===== config.mk =====
export PLATFORM = sky130hd
export DESIGN_NAME = tick_timer_flat
export DESIGN_NICKNAME = d
export VERILOG_FILES = /design/src/rtl/tick_timer_pkg.sv /design/src/rtl/tick_timer_if.sv /design/src/rtl/tick_timer.sv /design/src/flat_wrapper.sv
export SDC_FILE = /design/constraint.sdc
export NUM_CORES = 1
export LEC_CHECK = 0
export ABC_AREA = 1
export BUFFER_PORTS_ARGS = -buffer_cell sky130_fd_sc_hd__clkbuf_2
export CORE_MARGIN = 8
export CORE_UTILIZATION = 50
export DETAILED_ROUTE_END_ITERATION = 10
export PLACE_DENSITY = 0.79
export SLEW_MARGIN = 20
export SYNTH_ARGS = -nofsm -noshare
export SYNTH_HDL_FRONTEND = slang
export SYNTH_SLANG_ARGS = --single-unit
export TNS_END_PERCENT = 10

===== constraint.sdc =====
create_clock -name CLK -period 1.5 [get_ports CLK]
set_input_delay 0.45 -clock CLK [delete_from_list [all_inputs] [get_ports CLK]]
set_output_delay 0.45 -clock CLK [all_outputs]
set_load 0.01 [all_outputs]

===== src/rtl/tick_timer_pkg.sv =====
// Shared project constants: clock-divider settings and the countdown timer
// state encoding.
package tick_timer_pkg;

    // Divider feeding TICK: one strobe every DIV_RATIO_DEFAULT clocks.
    localparam int unsigned DIV_RATIO_DEFAULT = 4;
    localparam int unsigned DIV_CNT_WIDTH     = 8;

    localparam logic [1:0] ST_IDLE   = 2'd0;
    localparam logic [1:0] ST_RUN    = 2'd1;
    localparam logic [1:0] ST_EXPIRE = 2'd2;

    function automatic logic state_is_busy(input logic [1:0] st);
        return st == ST_RUN;
    endfunction

    function automatic logic state_is_expired(input logic [1:0] st);
        return st == ST_EXPIRE;
    endfunction

endpackage


===== src/rtl/tick_timer_if.sv =====
// Control/status bundle of the tick timer; master drives commands, slave
// (the timer) drives status.
interface tick_timer_if #(
    parameter int unsigned WIDTH = 10
);
    logic             TICK;
    logic             START;
    logic [WIDTH-1:0] LOAD_VALUE;
    logic             CANCEL;
    logic             HOLD;
    logic             BUSY;
    logic             EXPIRED;
    logic [WIDTH-1:0] REMAINING;

    modport master (
        output TICK, START, LOAD_VALUE, CANCEL, HOLD,
        input  BUSY, EXPIRED, REMAINING
    );

    modport slave (
        input  TICK, START, LOAD_VALUE, CANCEL, HOLD,
        output BUSY, EXPIRED, REMAINING
    );
endinterface


===== src/rtl/tick_timer.sv =====
// Countdown timer driven by an external single-cycle tick strobe; all
// status outputs come straight from flops.
module tick_timer
    import tick_timer_pkg::*;
#(
    parameter int unsigned WIDTH = 10
) (
    input  logic        CLK,
    input  logic        RST,
    tick_timer_if.slave bus
);

    logic [1:0]       state_q, state_d;
    logic [WIDTH-1:0] remaining_q, remaining_d;
    logic             busy_q, busy_d;
    logic             expired_q, expired_d;

    // Priority: CANCEL > START > HOLD > TICK; reset is applied in the flops.
    always_comb begin
        state_d     = state_q;
        remaining_d = remaining_q;
        if (bus.CANCEL) begin
            state_d     = ST_IDLE;
            remaining_d = '0;
        end else if (bus.START) begin
            remaining_d = bus.LOAD_VALUE;
            state_d     = (bus.LOAD_VALUE == '0) ? ST_EXPIRE : ST_RUN;
        end else begin
            case (state_q)
                ST_RUN: begin
                    if (!bus.HOLD && bus.TICK) begin
                        // Saturate at zero; a count of 0 or 1 ends the run.
                        if (remaining_q <= WIDTH'(1)) begin
                            remaining_d = '0;
                            state_d     = ST_EXPIRE;
                        end else begin
                            remaining_d = remaining_q - WIDTH'(1);
                        end
                    end
                end
                ST_EXPIRE: state_d = ST_IDLE;
                ST_IDLE:   state_d = ST_IDLE;
                default: begin
                    state_d     = ST_IDLE;
                    remaining_d = '0;
                end
            endcase
        end
        busy_d    = state_is_busy(state_d);
        expired_d = state_is_expired(state_d);
    end

    always_ff @(posedge CLK) begin
        if (RST) begin
            state_q     <= ST_IDLE;
            remaining_q <= '0;
            busy_q      <= 1'b0;
            expired_q   <= 1'b0;
        end else begin
            state_q     <= state_d;
            remaining_q <= remaining_d;
            busy_q      <= busy_d;
            expired_q   <= expired_d;
        end
    end

    assign bus.BUSY      = busy_q;
    assign bus.EXPIRED   = expired_q;
    assign bus.REMAINING = remaining_q;

endmodule


===== src/flat_wrapper.sv =====
// flat-port wrapper written by rule: the top's interface ports become plain ports
module tick_timer_flat import tick_timer_pkg::*;
#(
    parameter int unsigned WIDTH = 10
)
  (CLK, RST, bus_TICK, bus_START, bus_LOAD_VALUE, bus_CANCEL, bus_HOLD, bus_BUSY, bus_EXPIRED, bus_REMAINING);
  tick_timer_if #(.WIDTH(WIDTH)) bus_i ();
  input  logic CLK;
  input  logic RST;
  input wire logic [$bits(bus_i.TICK)-1:0] bus_TICK;
  input wire logic [$bits(bus_i.START)-1:0] bus_START;
  input wire logic [$bits(bus_i.LOAD_VALUE)-1:0] bus_LOAD_VALUE;
  input wire logic [$bits(bus_i.CANCEL)-1:0] bus_CANCEL;
  input wire logic [$bits(bus_i.HOLD)-1:0] bus_HOLD;
  output wire logic [$bits(bus_i.BUSY)-1:0] bus_BUSY;
  output wire logic [$bits(bus_i.EXPIRED)-1:0] bus_EXPIRED;
  output wire logic [$bits(bus_i.REMAINING)-1:0] bus_REMAINING;
  assign bus_i.TICK = bus_TICK;
  assign bus_i.START = bus_START;
  assign bus_i.LOAD_VALUE = bus_LOAD_VALUE;
  assign bus_i.CANCEL = bus_CANCEL;
  assign bus_i.HOLD = bus_HOLD;
  assign bus_BUSY = bus_i.BUSY;
  assign bus_EXPIRED = bus_i.EXPIRED;
  assign bus_REMAINING = bus_i.REMAINING;
  tick_timer #(.WIDTH(WIDTH)) u_core (.CLK(CLK), .RST(RST), .bus(bus_i));
endmodule

==> results of run 1 <==
[metal layers]
layer  share of wire, %  up-vias  wire (um)
met5                  0        -          0
met4                1.8        0         46
met3                7.1        7        177
met2                 49       44       1230
met1                 42      474       1040
li1                   -      531          -
[flip-flops by register name, summed over array words and instances (netlist names)]
register / count
u_core.bus.REMAINING: 10
u_core.bus.EXPIRED: 1
u_core.state_q: 2
u_core.bus.BUSY: 1
[logic make-up (layout without fill, tap and decap cells)]
logic type               after synthesis  count (layout)  synth area share, %
AND/OR/NAND/NOR                       93              93                 45.5
buffers and inverters                 22              52                 11.0
AO/OA/AOI/OAI                         17              17                 9.26
flip-flops                            14              14                 30.5
adder cells (fa/ha/maj)                2               2                 2.72
XOR/XNOR                               1               1                0.954
[placed cells by master (no fill, tap or decap), types with 2 or more instances in the layout]
master and instances:
a21oi_1 9, inv_2 3, nor4_1 2, nor2_2 2
buf_4 2, o21ai_0 7, inv_1 16, dfxtp_1 13
clkbuf_4 3, nand2_1 38, clkbuf_2 27, nand2_2 2
nand3b_1 2, nor2_1 26, nand3_1 14
[per-stage QoR]
step           worst slack [ns]  utilization, %  cell area [um^2]
5_1_grt                0.000150            65.1              1120
3_5_place_dp             0.0712            62.0              1070
6_report                  0.127            65.1              1120
3_3_place_gp              0.110            62.0              1070
4_1_cts                  0.0482            64.1              1110
2_1_floorplan             0.143               -               918
[worst max-delay path by stage]
| stage | end | slack (ns) | cells after the start |
|---|---|---|---|
| finish | u_core.state_q[0] | 0.13 | 9 |
| global placement | u_core.bus.REMAINING[1] | 0.11 | 6 |
| floorplan | u_core.bus.REMAINING[6] | 0.14 | 9 |
| CTS | u_core.bus.REMAINING[1] | 0.05 | 9 |
| detailed placement | u_core.bus.REMAINING[1] | 0.07 | 9 |
| global route | u_core.state_q[0] | 0.0001 | 9 |
[final cells by class]
type,instances,share of cell area (%)
inverter,19,6.34
multi-input combinational,113,49.3
sequential,14,25.0
clock buffer,4,3.23
tap,25,2.78
timing repair buffer,29,13.3
[where the power goes]
group	total [W]	internal, W	switching (W)
logic	0.000219	0.0000854	0.000134
clock network	0.000289	0.000148	0.000142
registers	0.000399	0.000385	0.0000144
==> impl_metrics.csv, run 1 <==
group,metric,value,unit
cts,cts_root_buf,"clkbuf_4",
worst_setup_path,path_buf_inv,1,
cells_and_area,drive_gt1_share,26.3,%
cts,postCtsHoldBufs,0,
sta,finalCriticalPeriod,1.37,ns
cts,h-tree-depth,1,
global_route,top_usage_layer,"met2",
synthesis,yosysTopAreaCellShare,30.5,%
global_route,grt_max_degree,17,
synthesis,synth_cell_types,25,
synthesis,yosysSeqAreaShare,30.5,%
worst_setup_path,worst_r2r_path_depth,9,
cts,insertion_delay,0.29,ns
worst_setup_path,r2r_slack,0.13,ns
sta,timing.final.hold_violations,0,
cells_and_area,fillers,173,
sta,tightest_slew,0.371,ns
worst_setup_path,max_stage_delay,0.33,ns
floorplanning,start_util,53.2,%
floorplanning,num_io_pins,28,
cells_and_area,syn_to_final_growth,22.5,%
routing,antenna_left,0,
sta,finalHoldWorstSlack,0.332,ns
cells_and_area,final_cells,204,
cells_and_area,antennaDiodeCount,0,
floorplanning,core_area,1730,um^2
floorplanning,die_h,58.9,um
placement,place.port_buffers,27,
worst_setup_path,cp_max_fo,4,
cells_and_area,seq_area,282,um^2
global_route,grt_util_met2,27.4,%
global_route,grt_overflow,0,
sta,grt_setup_unrepaired,"no",
worst_setup_path,crit_type,"flip-flop to flip-flop",
sta,timing.setup.tns,0,ns
worst_setup_path,reg2reg_from,"u_core.bus.REMAINING[1]",
worst_setup_path,cp_top_family,"simple AND/OR/NAND/NOR gates",
routing,routed_wl,2490,um
sta,drv_slew,0,
worst_setup_path,cp-start-kind,"flip-flop",
worst_setup_path,slowest_stage,"dfxtp_1",
synthesis,async_reset_ff_share,0,%
min_path,hold-path-cell-count,2,
floorplanning,rows,15,
routing,wl_per_cell,12.2,um
synthesis,yosysTopAreaCell,"dfxtp_1",
global_route,grt.total_usage,15.3,%
cts,clkTransAtPathRegs,0.10,ns
routing,drc,0,
placement,dp.final_hpwl,1930,um
synthesis,synth.area.top_cells,"dfxtp_1 (31%), nand2_1 (16%), nor2_1 (11%), nand3_1 (7.6%), inv_1 (6.9%)",
synthesis,synth_seq_cells,14,
global_route,grt_pass1_wl,4170,um
sta,finalSetupViolCount,0,
routing,vias_per_cell,5.18,
global_route,grt_antenna_before_repair,0,
power,peakVddDrop,0.481,mV
routing,drt_first_pass_iters,4,
cts,cts_tree,"done",
power,powerDensity,808,nW/um^2
sta,fmax,729,MHz
worst_setup_path,rr_endpoint,"u_core.state_q[0]",
synthesis,ys_dominant_reg_cell,"dfxtp_1",
global_route,gr-usage-met3,2.83,%
synthesis,netlist_area,918,um^2
placement,gp_congestion,0.820,
floorplanning,die_w,58.9,um
routing,routed-via-count,1056,
sta,finClkSkew,0.00517,ns
cts,cts_buffer_depth,2,
synthesis,ys_warn_count,0,
synthesis,synth_nets,167,
worst_setup_path,startpoint,"u_core.bus.REMAINING[1]",
synthesis,yosysMostFrequentCell,"nand2_1",
synthesis,synth.avg_cell_area,6.16,um^2
worst_setup_path,required,1.69,ns
synthesis,synthTopCellsByCount,"nand2_1 (39), nor2_1 (27), inv_1 (17), dfxtp_1 (14), nand3_1 (14)",
cts,cts_resized,0,
min_path,min_from,"RST",
status,status,"finished, final reports clean",
worst_setup_path,endpoint_kind,"flip-flop",
global_route,gr-usage-met1,17.0,%
cells_and_area,fin_nets,198,
routing,drt_iter0_markers,49,
cts,cts_inserted_buffers,3,
power,p_leak,0.592,nW
cts,cts_sinks,14,
min_path,holdPathEnd,"u_core.bus.BUSY",
run,drv_cap,0,
cells_and_area,multi_input_area,554,um^2
sta,maxSlewHeadroom,75.1,%
worst_setup_path,arrival,1.57,ns
synthesis,synth_edf_count,0,
cts,post_cts_buffers,0,
global_route,grt_pass1_vias,989,
worst_setup_path,path_common_cell,"nand2_1",
floorplanning,die-area,3460,um^2
power,p_total,0.000908,W
min_path,hold_path.class,"input pin to flip-flop",
worst_setup_path,path_cells,"inv_2, ha_1, o21ai_0, nor2_1, nand2_1, nand2_1, nand2_1, nand3b_1, nor2_1",
placement,dp.cells,200,
synthesis,synthCells,149,
sta,fin_crit_sh,91.5,%
Note: power is estimated with default switching activity, not from simulation.
==> run 2: changes to the inputs <==
--- a/config.mk
+++ b/config.mk
@@ -5,12 +5,12 @@
 export SDC_FILE = /design/constraint.sdc
 export NUM_CORES = 1
 export LEC_CHECK = 0
-export ABC_AREA = 1
 export BUFFER_PORTS_ARGS = -buffer_cell sky130_fd_sc_hd__clkbuf_2
 export CORE_MARGIN = 8
-export CORE_UTILIZATION = 50
+export CORE_UTILIZATION = 48
+export CTS_CLUSTER_SIZE = 10
 export DETAILED_ROUTE_END_ITERATION = 10
-export PLACE_DENSITY = 0.79
+export PLACE_DENSITY = 0.78
 export SLEW_MARGIN = 20
 export SYNTH_ARGS = -nofsm -noshare
 export SYNTH_HDL_FRONTEND = slang
==> impl_metrics.csv, run 2 <==
group,metric,value,unit
global_route,grt_max_degree,10,
sta,timing.final.hold_violations,0,
cts,clkTransAtPathRegs,0.09,ns
global_route,gr-usage-met1,15.1,%
worst_setup_path,worst_r2r_path_depth,5,
synthesis,ys_dominant_reg_cell,"dfxtp_1",
sta,fin_crit_sh,108,%
synthesis,synth.area.top_cells,"dfxtp_1 (35%), nor2_1 (5.1%), xnor2_1 (4.3%), a222oi_1 (3.7%), a22oi_1 (3.7%)",
cells_and_area,antennaDiodeCount,0,
sta,finalCriticalPeriod,1.62,ns
power,p_leak,0.543,nW
synthesis,synth_cell_types,37,
worst_setup_path,max_stage_delay,0.35,ns
synthesis,netlist_area,811,um^2
sta,finClkSkew,0.0111,ns
power,p_total,0.000915,W
floorplanning,die_h,57.1,um
synthesis,yosysSeqAreaShare,34.6,%
cells_and_area,layout_common_cells,"clkbuf_2 (27), buf_4 (20), nor2_1 (10), dfxtp_1 (10), nand3_1 (5)",
placement,gp_congestion,0.852,
global_route,grt_util_met2,23.9,%
floorplanning,start_util,49.1,%
routing,drc,0,
sta,finalHoldWorstSlack,0.436,ns
min_path,hold_path.class,"input pin to flip-flop",
worst_setup_path,endpoint_kind,"flip-flop",
worst_setup_path,cp_max_fo,3,
cts,h-tree-depth,1,
global_route,gr-usage-met3,3.99,%
routing,drt_iter0_markers,35,
cts,cts_sinks,14,
cells_and_area,final_cells,156,
worst_setup_path,arrival,1.80,ns
cells_and_area,final_common_cell,"clkbuf_2",
sta,grt_setup_unrepaired,"yes",
synthesis,synth.avg_cell_area,8.91,um^2
cells_and_area,largest_register_ffs,10,
floorplanning,core_area,1650,um^2
cells_and_area,syn_to_final_growth,49.7,%
sta,fmax,615,MHz
synthesis,synth_nets,109,
cts,cts_inserted_buffers,3,
min_path,hold-path-cell-count,3,
placement,place.port_buffers,27,
routing,wl_per_cell,15.8,um
placement,placed_area,1090,um^2
worst_setup_path,r2r_slack,-0.12,ns
floorplanning,rows,15,
min_path,min_from,"bus_LOAD_VALUE[5]",
cells_and_area,fin_nets,158,
synthesis,yosysMostFrequentCell,"dfxtp_1",
synthesis,async_reset_ff_share,0,%
sta,maxSlewHeadroom,68.0,%
worst_setup_path,slowest_stage,"nor4_4",
worst_setup_path,path_buf_inv,0,
routing,vias_per_cell,6.02,
sta,drv_slew,0,
worst_setup_path,rr_endpoint,"u_core.bus.REMAINING[9]",
cts,postCtsHoldBufs,0,
sta,setup_ws,-0.125,ns
placement,dp_worst_setup_slack,-0.230,ns
cts,cts_buffer_depth,2,
power,powerDensity,754,nW/um^2
routing,antenna_left,0,
worst_setup_path,path_cells,"nor4_4, nand4_1, mux2_1, a222oi_1, nor2_1",
status,status,"complete, but fails checks",
floorplanning,die-area,3260,um^2
placement,dp.final_hpwl,1850,um
synthesis,yosysTopAreaCellShare,34.6,%
synthesis,yosysTopAreaCell,"dfxtp_1",
cells_and_area,fin_area,1210,um^2
status,violations,"setup timing",
sta,finalSetupViolCount,9,
worst_setup_path,reg2reg_from,"u_core.bus.REMAINING[7]",
synthesis,synth_seq_cells,14,
global_route,grt_overflow,0,
cts,cts_root_buf,"clkbuf_4",
global_route,top_usage_layer,"met2",
worst_setup_path,required,1.68,ns
run,drv_cap,0,
placement,dp.cells,149,
worst_setup_path,crit_type,"flip-flop to flip-flop",
cts,insertion_delay,0.28,ns
synthesis,synth_edf_count,0,
cells_and_area,drive_gt1_share,51.8,%
cts,cts_tree,"done",
routing,routed_wl,2460,um
worst_setup_path,cp-start-kind,"flip-flop",
routing,routed-via-count,939,
power,peakVddDrop,0.497,mV
global_route,grt_antenna_before_repair,0,
synthesis,ys_warn_count,0,
synthesis,synthCells,91,
global_route,grt.total_usage,13.9,%
sta,tightest_slew,0.478,ns
floorplanning,num_io_pins,28,
synthesis,synthTopCellsByCount,"dfxtp_1 (14), nor2_1 (11), nand3_1 (5), o21ai_1 (5)",
global_route,grt_pass1_vias,912,
min_path,holdPathEnd,"u_core.bus.REMAINING[5]",
floorplanning,die_w,57.1,um
routing,drt_first_pass_iters,4,
worst_setup_path,cp_top_family,"simple AND/OR/NAND/NOR gates",
global_route,grt_pass1_wl,3800,um
[run 2: worst max path at each step]
stage / from / endpoint / slack [ns] / depth (start not counted)
floorplan: u_core.bus.REMAINING[0] / u_core.bus.REMAINING[3] / -0.02 / 7
global route: u_core.bus.REMAINING[7] / u_core.bus.REMAINING[9] / -0.18 / 5
global placement: bus_START / u_core.bus.REMAINING[3] / -0.17 / 5
detailed placement: bus_START / u_core.bus.REMAINING[3] / -0.23 / 5
finish: u_core.bus.REMAINING[7] / u_core.bus.REMAINING[9] / -0.12 / 5
CTS: u_core.bus.REMAINING[5] / u_core.bus.REMAINING[9] / -0.12 / 5
[run 2: per-layer routing]
metal	wire length (um)	up-vias	share of wire, %
met2	1250	29	51
met3	157	8	6.4
met5	0	-	0
met4	55	0	2.2
li1	-	440	-
met1	999	462	41
[run 2: logic make-up after synthesis]
kind of cell	count (synthesis)	share of synthesized area [%]
AO/OA/AOI/OAI	23	20.5
XOR/XNOR	4	4.32
adder cells (fa/ha/maj)	2	3.09
buffers and inverters	7	5.25
flip-flops	14	34.6
multiplexers	2	2.78
AND/OR/NAND/NOR	39	29.5
[run 2: power by group]
group	switching, W	internal, W
clock	0.000124	0.000103
combinational	0.000134	0.000152
sequential	0.0000169	0.000385
[run 2: worst reg2reg max path, stage by stage, from the launching register on]
cell	delay, ns
dfxtp_2	0.34
nor4_4	0.35
nand4_1	0.15
mux2_1	0.34
a222oi_1	0.28
nor2_1	0.07
[run 2: layout make-up]
class,count,area (um^2)
multi-input cells,70,573
fillers,122,438
flip-flops and latches,14,290
repair buffers,47,285
clock buffers,4,26.3
well taps,17,21.3
inverters,4,17.5
[run 2: per-stage QoR]
step | setup TNS, ns | util [%]
after CTS | -0.990 | 68.6
after floorplan | -0.0329 | -
after global placement | -1.17 | 66.0
after detailed placement | -1.57 | 66.0
after global routing | -1.13 | 73.5
final | -0.557 | 73.5
[run 2: timing repair]
| item | 4_1_cts | 5_1_grt |
|---|---|---|
| setup buffers | 0 | 3 |
| resized for setup | 4 | 14 |
| pin swaps | 1 | 10 |
| endpoints found under the setup margin | 12 | 14 |
==> run 3: changes to the inputs <==
--- a/config.mk
+++ b/config.mk
@@ -7,10 +7,10 @@
 export LEC_CHECK = 0
 export BUFFER_PORTS_ARGS = -buffer_cell sky130_fd_sc_hd__clkbuf_2
 export CORE_MARGIN = 8
-export CORE_UTILIZATION = 48
+export CORE_UTILIZATION = 40
 export CTS_CLUSTER_SIZE = 10
 export DETAILED_ROUTE_END_ITERATION = 10
-export PLACE_DENSITY = 0.78
+export PLACE_DENSITY = 0.66
 export SLEW_MARGIN = 20
 export SYNTH_ARGS = -nofsm -noshare
 export SYNTH_HDL_FRONTEND = slang
==> impl_metrics.csv, run 3 (synthesis gave the netlist of run 2 again) <==
group,metric,value,unit
sta,tightest_slew,0.482,ns
placement,dp.cells,161,
cells_and_area,fin_nets,157,
min_path,hold_path.class,"input pin to flip-flop",
worst_setup_path,slowest_stage,"dfxtp_2",
min_path,hold-path-cell-count,3,
cts,cts_sinks,14,
power,p_sw_share,29.5,%
cells_and_area,final_common_cell,"clkbuf_2",
cts,h-tree-depth,1,
worst_setup_path,rr_endpoint,"u_core.bus.REMAINING[9]",
placement,place.port_buffers,27,
power,power_frac_clock,29.8,%
cts,cts_inserted_buffers,3,
min_path,holdPathEnd,"u_core.bus.REMAINING[4]",
routing,vias_per_cell,5.51,
cts,clkTransAtPathRegs,0.09,ns
cells_and_area,final_cells,165,
cells_and_area,fillers,179,
worst_setup_path,endpoint_kind,"flip-flop",
status,status,"complete, but fails checks",
routing,routed-via-count,909,
cts,postCtsHoldBufs,0,
worst_setup_path,cp_max_fo,3,
power,p_int,0.000673,W
floorplanning,start_util,41.8,%
global_route,grt.total_usage,15.1,%
routing,drt_first_pass_iters,5,
routing,routed_wl,2570,um
routing,wl_met3,227,um
sta,timing.final.hold_violations,0,
placement,dp.final_hpwl,1970,um
worst_setup_path,required,1.68,ns
sta,setup_ws,-0.105,ns
sta,fin_crit_sh,107,%
status,violations,"setup timing",
power,powerDensity,796,nW/um^2
placement,dp_worst_setup_slack,-0.132,ns
placement,placed_area,1120,um^2
sta,drv_slew,0,
cells_and_area,fin_area,1200,um^2
cells_and_area,largest_register_ffs,10,
power,p_leak,0.540,nW
worst_setup_path,startpoint,"u_core.bus.REMAINING[5]",
global_route,grt_overflow,0,
cells_and_area,syn_to_final_growth,48.0,%
routing,drt_iter0_markers,41,
cells_and_area,drive_gt1_share,50.0,%
routing,top_layer,"met4",
power,pwr-share-seq,42.0,%
floorplanning,core_area,1940,um^2
power,switching_power,0.000282,W
worst_setup_path,arrival,1.79,ns
floorplanning,rows,16,
floorplanning,die_w,61.0,um
placement,gp_congestion,0.891,
worst_setup_path,path_cells,"nor4_4, nand4_1, mux2_4, a222oi_1, nor2_1",
sta,maxSlewHeadroom,67.9,%
worst_setup_path,max_stage_delay,0.34,ns
cells_and_area,multi_input_area,549,um^2
worst_setup_path,crit_type,"flip-flop to flip-flop",
cts,cts_tree,"done",
routing,drc,0,
routing,wl_met2,1270,um
run,drv_cap,0,
global_route,grt_pass1_wl,4220,um
sta,fmax,623,MHz
sta,timing.setup.tns,-0.271,ns
global_route,grt_antenna_before_repair,0,
cells_and_area,layout_common_cells,"clkbuf_2 (27), buf_4 (19), nor2_1 (10), dfxtp_1 (10), nand3_1 (5)",
power,peakVddDrop,0.468,mV
min_path,min_from,"bus_LOAD_VALUE[4]",
floorplanning,die-area,3720,um^2
worst_setup_path,worst_r2r_path_depth,5,
global_route,grt_max_degree,10,
cts,cts_root_buf,"clkbuf_4",
global_route,grt_pass1_vias,944,
sta,finalCriticalPeriod,1.61,ns
cts,cts_buffer_depth,2,
floorplanning,die_h,61.0,um
sta,finalHoldWorstSlack,0.405,ns
routing,antenna_left,0,
cells_and_area,seq_area,288,um^2
floorplanning,num_io_pins,28,
routing,wl_per_cell,15.6,um
sta,finClkSkew,0.00348,ns
worst_setup_path,reg2reg_from,"u_core.bus.REMAINING[5]",
sta,finalSetupViolCount,4,
sta,grt_setup_unrepaired,"yes",
power,comb_power_share,28.2,%
cells_and_area,antennaDiodeCount,0,
cts,insertion_delay,0.29,ns
worst_setup_path,r2r_slack,-0.11,ns
routing,wl_met1,1030,um
worst_setup_path,cp-start-kind,"flip-flop",
run 3: cell count changes in the layout (fill, tap and decap cells not counted), sizes merged:
cell,delta
buf,-1
run 3: worst max-delay path by stage:
| stage | cells past startpoint | end | slack (ns) |
|---|---|---|---|
| after floorplan | 7 | u_core.bus.REMAINING[3] | -0.02 |
| after global placement | 5 | u_core.bus.REMAINING[3] | -0.14 |
| after detailed placement | 5 | u_core.bus.REMAINING[3] | -0.13 |
| after CTS | 5 | u_core.bus.REMAINING[9] | -0.07 |
| after global routing | 5 | u_core.bus.REMAINING[9] | -0.20 |
| final | 5 | u_core.bus.REMAINING[9] | -0.11 |
run 3: through the flow:
step | power (W) | util (%)
after floorplan | 0.000555 | -
after global placement | 0.000648 | 57.5
after detailed placement | 0.000651 | 57.5
after CTS | 0.000949 | 60.8
after global routing | 0.00100 | 61.8
final | 0.000955 | 61.8
run 3: worst max-delay path: cells and delay by family (launching register included):
kind / cells / cell delay [ns]
AOI/OAI and AO/OA: 1 / 0.27
DFF: 1 / 0.34
and+or+nand+nor: 3 / 0.56
muxes: 1 / 0.33
run 3: metal layers:
layer	global-route usage, %	vias up
met5	0	-
met4	7.97	0
met3	4.38	4
met2	25.8	43
met1	16.4	422
li1	-	440
run 3: final cells by class:
class	instances	area share [%]
timing repair buffer	46	23.1
tap	27	2.82
sequential	14	24.0
clock buffer	4	3.02
multi-input combinational	70	45.8
inverter	4	1.25
run 3: power groups by stage:
| stage | Combinational (W) | Sequential [W] | Clock (W) |
|---|---|---|---|
| 4_1_cts | 0.000256 | 0.000401 | 0.000293 |
| 2_1_floorplan | 0.000134 | 0.000421 | 0 |
| 3_5_place_dp | 0.000242 | 0.000409 | 0 |
| 5_1_grt | 0.000293 | 0.000403 | 0.000307 |
| 6_report | 0.000270 | 0.000401 | 0.000284 |
| 3_3_place_gp | 0.000239 | 0.000409 | 0 |
run 3: what timing repair did:
action,in CTS,in global routing
endpoints found under the hold margin,0,0
setup buffers,0,0
resized for setup,7,4
pin swaps,2,4
endpoints found under the setup margin,12,12
